[src/rtl/bcd_seq_converter.sv]
// -----------------------------------------------------------------------------
// bcd_seq_converter
//
// Multi-cycle binary-to-BCD converter. A shift-and-add-3 (double-dabble)
// datapath processes one operand bit per clock under a three-state FSM.
// Results appear on registered digit outputs that change only when done
// pulses. A registered leading-zero mask is provided for the display
// multiplexer.
//
// Ports:
//   clk                rising-edge clock
//   rst                asynchronous, active-low reset
//   start              conversion request, accepted in IDLE or DONE
//   A[DW-1:0]          unsigned operand, captured on the accepting edge
//   busy               high while the shift sequence runs
//   done               one-cycle pulse, digit outputs just updated
//   ONES..TEN_THOUSANDS  registered BCD digits (4 bits each)
//   HUNDRED_THOUSANDS  registered MSD, always 0 for a 16-bit operand
//   digit_en[5:0]      leading-zero mask, bit0=ONES .. bit5=HUNDRED_THOUSANDS
// -----------------------------------------------------------------------------
`timescale 1ns/1ps

module bcd_seq_converter #(
    parameter int DW = 16   // only 16 is supported (counter/digit count sized for it)
) (
    input  logic          clk,
    input  logic          rst,
    input  logic          start,
    input  logic [DW-1:0] A,
    output logic          busy,
    output logic          done,
    output logic [3:0]    ONES,
    output logic [3:0]    TENS,
    output logic [3:0]    HUNDREDS,
    output logic [3:0]    THOUSANDS,
    output logic [3:0]    TEN_THOUSANDS,
    output logic          HUNDRED_THOUSANDS,
    output logic [5:0]    digit_en
);

    typedef enum logic [1:0] {
        S_IDLE  = 2'd0,
        S_SHIFT = 2'd1,
        S_DONE  = 2'd2
    } state_t;

    localparam logic [3:0] LAST_SHIFT = 4'd15;

    state_t        r_state;
    state_t        w_state_next;
    logic          w_load;
    logic          w_shift;
    logic          w_finish;

    logic [DW-1:0] r_bin_sr;
    logic [19:0]   r_bcd_sr;
    logic [3:0]    r_cnt;

    logic [19:0]   w_bcd_adj;
    logic [19:0]   w_bcd_shifted;
    logic [DW-1:0] w_bin_shifted;
    logic [4:0]    w_nz;
    logic [5:0]    w_digit_en;

    logic          r_busy;
    logic          r_done;
    logic [3:0]    r_ones;
    logic [3:0]    r_tens;
    logic [3:0]    r_hundreds;
    logic [3:0]    r_thousands;
    logic [3:0]    r_ten_thousands;
    logic [5:0]    r_digit_en;

    // ------------------------------------------------------------------
    // FSM state register
    // ------------------------------------------------------------------
    // NOTE: sequential state uses non-blocking assignments so every
    // register samples pre-edge values regardless of block ordering.
    always_ff @(posedge clk or negedge rst) begin
        if (!rst) begin
            r_state <= S_IDLE;
        end else begin
            r_state <= w_state_next;
        end
    end

    // ------------------------------------------------------------------
    // FSM next-state and control decode
    // ------------------------------------------------------------------
    // NOTE: every signal driven here gets a default first; a path that
    // leaves one unassigned would infer a latch.
    always_comb begin
        w_state_next = r_state;
        w_load       = 1'b0;
        w_shift      = 1'b0;
        w_finish     = 1'b0;
        case (r_state)
            S_IDLE: begin
                if (start) begin
                    w_load       = 1'b1;
                    w_state_next = S_SHIFT;
                end
            end
            S_SHIFT: begin
                // start is deliberately not looked at here: requests during
                // a conversion are dropped, not queued.
                w_shift = 1'b1;
                if (r_cnt == LAST_SHIFT) begin
                    w_finish     = 1'b1;
                    w_state_next = S_DONE;
                end
            end
            S_DONE: begin
                // Accepting start here gives back-to-back conversions with
                // no idle cycle in between.
                if (start) begin
                    w_load       = 1'b1;
                    w_state_next = S_SHIFT;
                end else begin
                    w_state_next = S_IDLE;
                end
            end
            default: begin
                w_state_next = S_IDLE;
            end
        endcase
    end

    // ------------------------------------------------------------------
    // Double-dabble step: add-3 correction on the pre-shift value, then
    // shift {bcd, bin} left by one.
    // ------------------------------------------------------------------
    always_comb begin
        w_bcd_adj = r_bcd_sr;
        for (int i = 0; i < 5; i++) begin
            if (r_bcd_sr[4*i +: 4] >= 4'd5) begin
                w_bcd_adj[4*i +: 4] = r_bcd_sr[4*i +: 4] + 4'd3;
            end
        end
    end

    assign w_bcd_shifted = {w_bcd_adj[18:0], r_bin_sr[DW-1]};
    assign w_bin_shifted = {r_bin_sr[DW-2:0], 1'b0};

    // Leading-zero mask from the post-shift value: a digit is shown when it
    // or any more significant digit is nonzero; ONES is always shown.
    always_comb begin
        for (int i = 0; i < 5; i++) begin
            w_nz[i] = |w_bcd_shifted[4*i +: 4];
        end
    end

    assign w_digit_en = {1'b0,
                         w_nz[4],
                         |w_nz[4:3],
                         |w_nz[4:2],
                         |w_nz[4:1],
                         1'b1};

    // ------------------------------------------------------------------
    // Datapath shift registers and counter
    // ------------------------------------------------------------------
    // NOTE: the datapath registers are reset as well, so an aborted
    // conversion leaves nothing behind and the reset state is fully defined.
    always_ff @(posedge clk or negedge rst) begin
        if (!rst) begin
            r_bin_sr <= '0;
            r_bcd_sr <= '0;
            r_cnt    <= '0;
        end else if (w_load) begin
            r_bin_sr <= A;
            r_bcd_sr <= '0;
            r_cnt    <= '0;
        end else if (w_shift) begin
            r_bin_sr <= w_bin_shifted;
            r_bcd_sr <= w_bcd_shifted;
            r_cnt    <= r_cnt + 4'd1;
        end
    end

    // ------------------------------------------------------------------
    // Output registers: loaded only on the final shift, so intermediate
    // values never reach the display path.
    // ------------------------------------------------------------------
    always_ff @(posedge clk or negedge rst) begin
        if (!rst) begin
            r_ones          <= '0;
            r_tens          <= '0;
            r_hundreds      <= '0;
            r_thousands     <= '0;
            r_ten_thousands <= '0;
            r_digit_en      <= 6'b000001;
        end else if (w_finish) begin
            r_ones          <= w_bcd_shifted[3:0];
            r_tens          <= w_bcd_shifted[7:4];
            r_hundreds      <= w_bcd_shifted[11:8];
            r_thousands     <= w_bcd_shifted[15:12];
            r_ten_thousands <= w_bcd_shifted[19:16];
            r_digit_en      <= w_digit_en;
        end
    end

    // busy/done are registered decodes of the next state, so they are
    // aligned with r_state and free of decode glitches.
    always_ff @(posedge clk or negedge rst) begin
        if (!rst) begin
            r_busy <= 1'b0;
            r_done <= 1'b0;
        end else begin
            r_busy <= (w_state_next == S_SHIFT);
            r_done <= (w_state_next == S_DONE);
        end
    end

    assign busy              = r_busy;
    assign done              = r_done;
    assign ONES              = r_ones;
    assign TENS              = r_tens;
    assign HUNDREDS          = r_hundreds;
    assign THOUSANDS         = r_thousands;
    assign TEN_THOUSANDS     = r_ten_thousands;
    assign HUNDRED_THOUSANDS = 1'b0;
    assign digit_en          = r_digit_en;

endmodule
[config.mk]
export PLATFORM = sky130hd
export DESIGN_NAME = bcd_seq_converter
export DESIGN_NICKNAME = d
export VERILOG_FILES = /design/src/rtl/bcd_seq_converter.sv
export SDC_FILE = /design/constraint.sdc
export NUM_CORES = 1
export LEC_CHECK = 0
export ABC_AREA = 1
export CAP_MARGIN = 25
export CORE_MARGIN = 2
export CORE_UTILIZATION = 50
export CTS_BUF_LIST = sky130_fd_sc_hd__clkbuf_4 sky130_fd_sc_hd__clkbuf_8
export DETAILED_ROUTE_END_ITERATION = 12
export GPL_TIMING_DRIVEN = 0
export PLACE_DENSITY = 0.87
export SKIP_LAST_GASP = 1
export SLEW_MARGIN = 20
export SYNTH_ARGS = -nofsm -noshare
export SYNTH_HDL_FRONTEND = slang
export SYNTH_SLANG_ARGS = --single-unit
export TNS_END_PERCENT = 5
[constraint.sdc]
create_clock -name clk -period 1.4 [get_ports clk]
set_input_delay 0.14 -clock clk [delete_from_list [all_inputs] [get_ports clk]]
set_output_delay 0.14 -clock clk [all_outputs]
set_load 0.02 [all_outputs]
==> results.py, run 1 <==
metrics = {
    "routing": {
        "drt-total-wl_mm": 8.83,
        "via_per_inst": 5.60,
        "vias": 3060,
        "first_pass_iters": 5,
        "ant_nets": 0,
        "drc_errors": 0,
        "drt_iter0_drc": 296,
        "wl_per_cell_um": 16.2,
    },
    "critical_path": {
        "path_delay_family": "simple AND/OR/NAND/NOR gates",
        "slowest_delay_ps": 430,
        "critical_path_class": "register to register",
        "crit_required_ps": 1650,
        "critical_path_arrival_ps": 2070,
        "crit_path_top_delay_cell": "dfrtp_1",
        "cp_cell_sequence": "inv_2 -> ha_4 -> inv_2 -> nand2_4 -> nand4_1 -> a21boi_1 -> nand2_1 -> nor2_1 -> nand2_1 -> nand2_1 -> nand2_1",
        "path_max_fanout": 5,
        "path_buf_inv": 2,
        "crit_top_cell": "nand2_1",
        "end_kind": "register",
        "cp-start-kind": "register",
    },
    "cells_and_area": {
        "area_growth_pct": 36.3,
        "drive_above_1_share_pct": 27.5,
        "finalInstanceArea_um2": 4480,
        "final_core_util_pct": 70.6,
        "fillers": 466,
        "fin_cells": 546,
        "fin_nets": 494,
        "antenna-diode-count": 0,
    },
    "synth": {
        "ys_warn_count": 0,
        "synth_edf_count": 0,
        "synthTopCellsByCount": "87 x nand2_1, 68 x dfrtp_1, 63 x inv_1",
        "synth_ff_type": "dfrtp_1",
        "avgSynthCellArea_um2": 8.63,
        "synth_area_leader_cell": "dfrtp_1",
        "yosys_register_bits": 68,
        "synth-seq-area-share_pct": 51.7,
        "synth.top_cell.area_share_pct": 51.7,
        "synthArstFlopShare_pct": 100,
        "syn_inst": 381,
        "syn_area_um2": 3290,
        "netlist_top_cells_area": "dfrtp_1 52%, nand2_1 9.9%, inv_1 7.2%",
        "synth_most_common_cell": "nand2_1",
        "yosys.cell_types.count": 30,
    },
    "clock_network": {
        "cts_buffers": 9,
        "h-tree-depth": 3,
        "clk_latency_ps": 360,
        "cts_tree": "built",
        "cts_sinks": 68,
        "cts_root_buffer": "clkbuf_8",
        "cts.clk_slew.worst_paths_ps": 80,
        "clockBufferDepth": 2,
    },
    "global_route": {
        "antenna_found_initial": 0,
        "grt_pass1_vias": 2889,
        "grt_max_degree": 54,
        "grt_pass1_wl_mm": 13.0,
        "grtUsageTotal_pct": 22.9,
        "grt-ovfl-total": 0,
    },
    "sta": {
        "setup-tns-final_ps": -5520,
        "setup_ws_ps": -423,
        "finalHoldViolations": 0,
        "holdWs_ps": 177,
        "fmax_mhz": 549,
        "setup_viol": 60,
        "rsz0062_at_grt": "true",
        "finClkSkew_ps": 14.9,
        "fin_crit_sh_pct": 130,
        "slew_headroom_pct": 60.6,
        "maxSlewViolCount": 0,
        "period_needed_ps": 1820,
        "max_slew.worst_pin.slew_ps": 591,
    },
    "place": {
        "postPlaceCellArea_um2": 3890,
        "dp_hpwl_mm": 4.98,
        "io_buffer_count": 44,
        "place_inst": 504,
        "place_worst_setup_slack_ps": -220,
        "gp_congestion": 0.897,
    },
    "floorplan": {
        "start_util_pct": 51.8,
        "die_h_um": 85.1,
        "die_x_um": 85.1,
        "row_count": 29,
        "die_area_um2": 7240,
        "core_area_um2": 6350,
        "io_pins": 48,
    },
    "run": {
        "maxCapViolCount": 0,
    },
    "status": {
        "status": "complete, but fails checks",
        "violations": "negative setup slack",
    },
    "hold_path": {
        "hold_path.class": "input port to async pin",
    },
    "power": {
        "power_density_nw_per_um2": 2680,
        "power.leakage_nw": 2.16,
        "finalPower_mw": 12.0,
        "peakVddDrop_mv": 1.98,
    },
}
## cell usage in the layout (no fill, tap or decap), types with 2 or more instances in the layout
master,netlist,final
inv_1,63,47
clkinvlp_4,0,2
nand2_1,87,64
buf_2,7,7
clkbuf_1,3,2
inv_2,5,20
o221ai_1,15,15
clkinv_2,0,2
nand2_2,2,22
nand3_4,0,3
o21ai_1,20,21
ha_4,0,5
dfrtp_1,68,68
o21ai_0,12,11
o22ai_1,19,19
ha_1,11,3
ha_2,0,3
xor2_1,2,2
buf_6,3,4
and2_1,2,2
a21oi_1,3,2
nand3_2,1,4
nand2_4,1,4
clkdlybuf4s50_1,0,43
nor2_2,1,4
buf_4,3,28
nand3_1,10,4
nand4_1,9,9
clkbuf_8,0,10
conb_1,2,3
nor2_1,26,21
nor2_4,0,2
## layer usage
| layer | up-vias | track usage [%] | part of all wire (%) |
|---|---|---|---|
| met5 | - | 0 | 0 |
| met4 | 0 | 9.38 | 3.1 |
| met3 | 32 | 6.71 | 7.4 |
| met2 | 148 | 38.4 | 51 |
| met1 | 1472 | 27.8 | 39 |
| li1 | 1408 | - | - |
## power breakdown
part           internal, mW  switching (mW)
clock network         0.867           0.783
registers              2.88           0.570
logic                  2.83            4.09
## path summary, 6_finish.rpt
check                               endpoint  depth (start not counted)  slack (ps)    startpoint
min in group clk                 r_bin_sr[0]                          3         380          A[0]
max in group asynchronous        digit_en[1]                          3         690           rst
worst max-delay path             digit_en[1]                         11        -420  r_bcd_sr[12]
worst min-delay path            THOUSANDS[2]                          2         180           rst
worst min register to register   HUNDREDS[2]                          2         490   HUNDREDS[2]
worst max register to register   digit_en[1]                         11        -420  r_bcd_sr[12]
## registers in the layout, indices dropped and copies added (netlist names)
signal,flops
ONES,4
TENS,4
TEN_THOUSANDS,4
r_state,2
r_cnt,4
r_bin_sr,16
HUNDREDS,4
r_bcd_sr,20
THOUSANDS,4
done,1
busy,1
digit_en,4
## cell families (layout without fill, tap and decap cells)
family          after synthesis  after routing  synth area share [%]
xor+xnor                      2              2                 0.533
flops                        68             68                  51.7
compound gates               71             71                  13.4
simple gates                143            143                  19.0
buf+inv                      84            171                  10.9
fa+ha+maj                    11             11                  4.18
other cells                   2              3                 0.228
## repair_timing
item,4_1_cts,5_1_grt
hold buffers,1,0
pin swaps,21,18
hold endpoints to repair,68,0
setup endpoints to repair,59,77
resized for setup,28,37
setup buffers,17,8
## layout make-up
class	instances	area [um2]	share of cell area, %
clock inverters	6	63.8	1.42
inverters	68	258	5.75
multi-input cells	230	1460	32.5
flip-flops and latches	68	1700	38.0
well taps	77	96.3	2.15
repair buffers	71	667	14.9
plain buffers	16	104	2.32
clock buffers	10	138	3.07
No activity file was read; power rests on OpenSTA's default activity.
==> inputs of run 2 (changes only) <==
--- a/config.mk
+++ b/config.mk
@@ -11,7 +11,6 @@
 export CORE_UTILIZATION = 50
 export CTS_BUF_LIST = sky130_fd_sc_hd__clkbuf_4 sky130_fd_sc_hd__clkbuf_8
 export DETAILED_ROUTE_END_ITERATION = 12
-export GPL_TIMING_DRIVEN = 0
 export PLACE_DENSITY = 0.87
 export SKIP_LAST_GASP = 1
 export SLEW_MARGIN = 20
==> run 2 against run 1 <==
The flow still finishes with violations (negative setup slack). First-iteration DRC count shrank 27%. Die area is the same. Register-to-register slack gained 180 ps. Total power shrank 2.9%. Via count shrank 4.5%. Critical path depth is the same. Global-route usage shrank 1.1 points. Routed wire length shrank 14%. Sequential power shrank 1%. Largest cell class unchanged.
==> results.py, run 2 (synthesized netlist as in run 1, its figures left out) <==
metrics = {
    "floorplan": {
        "die_area_um2": 7240,
        "die_x_um": 85.1,
        "die_h_um": 85.1,
        "row_count": 29,
        "start_util_pct": 51.8,
        "io_pins": 48,
        "core_area_um2": 6350,
    },
    "routing": {
        "via_per_inst": 5.32,
        "vias": 2922,
        "drt_iter0_drc": 216,
        "wl_per_cell_um": 13.8,
        "drc_errors": 0,
        "first_pass_iters": 4,
        "drt-total-wl_mm": 7.57,
        "ant_nets": 0,
    },
    "clock_network": {
        "cts_sinks": 68,
        "clk_latency_ps": 340,
        "cts_root_buffer": "clkbuf_8",
        "cts_buffers": 9,
        "cts.clk_slew.worst_paths_ps": 70,
        "cts_tree": "built",
        "clockBufferDepth": 2,
        "h-tree-depth": 3,
    },
    "critical_path": {
        "critical_path_class": "register to register",
        "crit_required_ps": 1640,
        "cp-start-kind": "register",
        "crit_top_cell": "nand2_1",
        "end_kind": "register",
        "path_max_fanout": 5,
        "path_delay_family": "simple AND/OR/NAND/NOR gates",
        "cp_cell_sequence": "inv_2 -> ha_4 -> inv_2 -> nand2_4 -> nand4_1 -> a21boi_2 -> nand2_1 -> nor2_1 -> nand2_1 -> nand2_1 -> nand2_1",
        "crit_path_top_delay_cell": "dfrtp_1",
        "critical_path_arrival_ps": 1880,
        "path_buf_inv": 2,
        "slowest_delay_ps": 440,
    },
    "global_route": {
        "grtUsageTotal_pct": 21.8,
        "antenna_found_initial": 0,
        "grt_pass1_wl_mm": 12.5,
        "grt-ovfl-total": 0,
        "grt_pass1_vias": 2840,
        "grt_max_degree": 69,
    },
    "sta": {
        "finClkSkew_ps": 6.16,
        "fin_crit_sh_pct": 117,
        "setup_viol": 36,
        "period_needed_ps": 1640,
        "rsz0062_at_grt": "true",
        "setup_ws_ps": -241,
        "finalHoldViolations": 0,
        "fmax_mhz": 609,
        "maxSlewViolCount": 0,
        "holdWs_ps": 350,
    },
    "place": {
        "dp_hpwl_mm": 5.01,
        "gp_congestion": 0.952,
        "postPlaceCellArea_um2": 4070,
        "io_buffer_count": 44,
        "place_inst": 525,
    },
    "status": {
        "status": "complete, but fails checks",
        "violations": "negative setup slack",
    },
    "cells_and_area": {
        "area_growth_pct": 35.0,
        "fin_cells": 549,
        "drive_above_1_share_pct": 25.4,
        "fillers": 493,
        "regMostFlops": "r_bcd_sr",
        "antenna-diode-count": 0,
        "final_cell_mix": "70 x nand2_1, 68 x dfrtp_1, 52 x inv_1",
        "largest_reg_flops": 20,
        "finalInstanceArea_um2": 4440,
        "final_common_cell": "nand2_1",
        "reg_top3": "r_bcd_sr (20), r_bin_sr (16)",
        "fin_nets": 498,
    },
    "power": {
        "peakVddDrop_mv": 1.45,
        "power.leakage_nw": 2.19,
        "power_density_nw_per_um2": 2630,
    },
    "hold_path": {
        "hold_path.class": "input port to async pin",
    },
    "run": {
        "maxCapViolCount": 0,
    },
}
[run 2: changes by cell type in the layout (fill, tap and decap cells not counted), sizes merged]
cell / change
buf: +7
clkinvlp: -2
bufinv: -1
clkbuf: -1
[run 2: layer usage]
layer | track usage (%) | share of wire, % | routed length, um
met1 | 28.1 | 42 | 3160
met2 | 35.9 | 50 | 3800
met3 | 3.40 | 5.9 | 446
met4 | 10.4 | 2.3 | 171
met5 | 0 | 0 | 0
[run 2: repair_timing]
| action | CTS | global route |
|---|---|---|
| hold endpoints to repair | 68 | 0 |
| hold buffers | 1 | 0 |
| setup buffers | 3 | 5 |
| endpoints found under the setup margin | 53 | 64 |
| gates resized for setup | 11 | 34 |
| pin swaps | 5 | 16 |
[run 2: report_power, final]
group | internal [mW] | total [mW] | switching, mW
Clock | 0.683 | 1.38 | 0.696
Sequential | 2.88 | 3.41 | 0.528
Combinational | 3.09 | 6.88 | 3.80
[run 2: path summary, 6_finish.rpt]
check | cells past startpoint | to | startpoint | slack (ps)
min in group clk | 3 | r_bin_sr[0] | A[0] | 370
max in group asynchronous | 3 | r_bcd_sr[15] | rst | 780
max reg2reg | 11 | digit_en[1] | r_bcd_sr[12] | -240
max | 11 | digit_en[1] | r_bcd_sr[12] | -240
min reg2reg | 2 | ONES[1] | ONES[1] | 490
min | 3 | r_bin_sr[3] | rst | 350
[run 2: tightest hold or removal path, stage by stage]
cell and delay (ps):
dlygate4sd3_1 520, buf_2 120, buf_12 310
[run 2: final cells by class]
| type | count | area, um2 | area share [%] |
|---|---|---|---|
| Inverter | 68 | 258 | 5.80 |
| Clock inverter | 3 | 15.0 | 0.338 |
| Timing Repair Buffer | 91 | 816 | 18.4 |
| Multi-Input combinational cell | 230 | 1410 | 31.7 |
| Sequential cell | 68 | 1700 | 38.3 |
| Clock buffer | 12 | 146 | 3.30 |
| Tap cell | 77 | 96.3 | 2.17 |
[run 2: through the flow]
stage,total power [mW],util [%],setup slack [ps],TNS [ps]
2_1_floorplan,7.09,-,-25.9,-46.0
3_3_place_gp,9.16,64.1,-153,-2380
3_5_place_dp,9.47,64.1,-204,-3380
4_1_cts,11.1,67.5,-176,-1890
5_1_grt,12.6,69.9,-401,-5520
6_report,11.7,69.9,-241,-1910
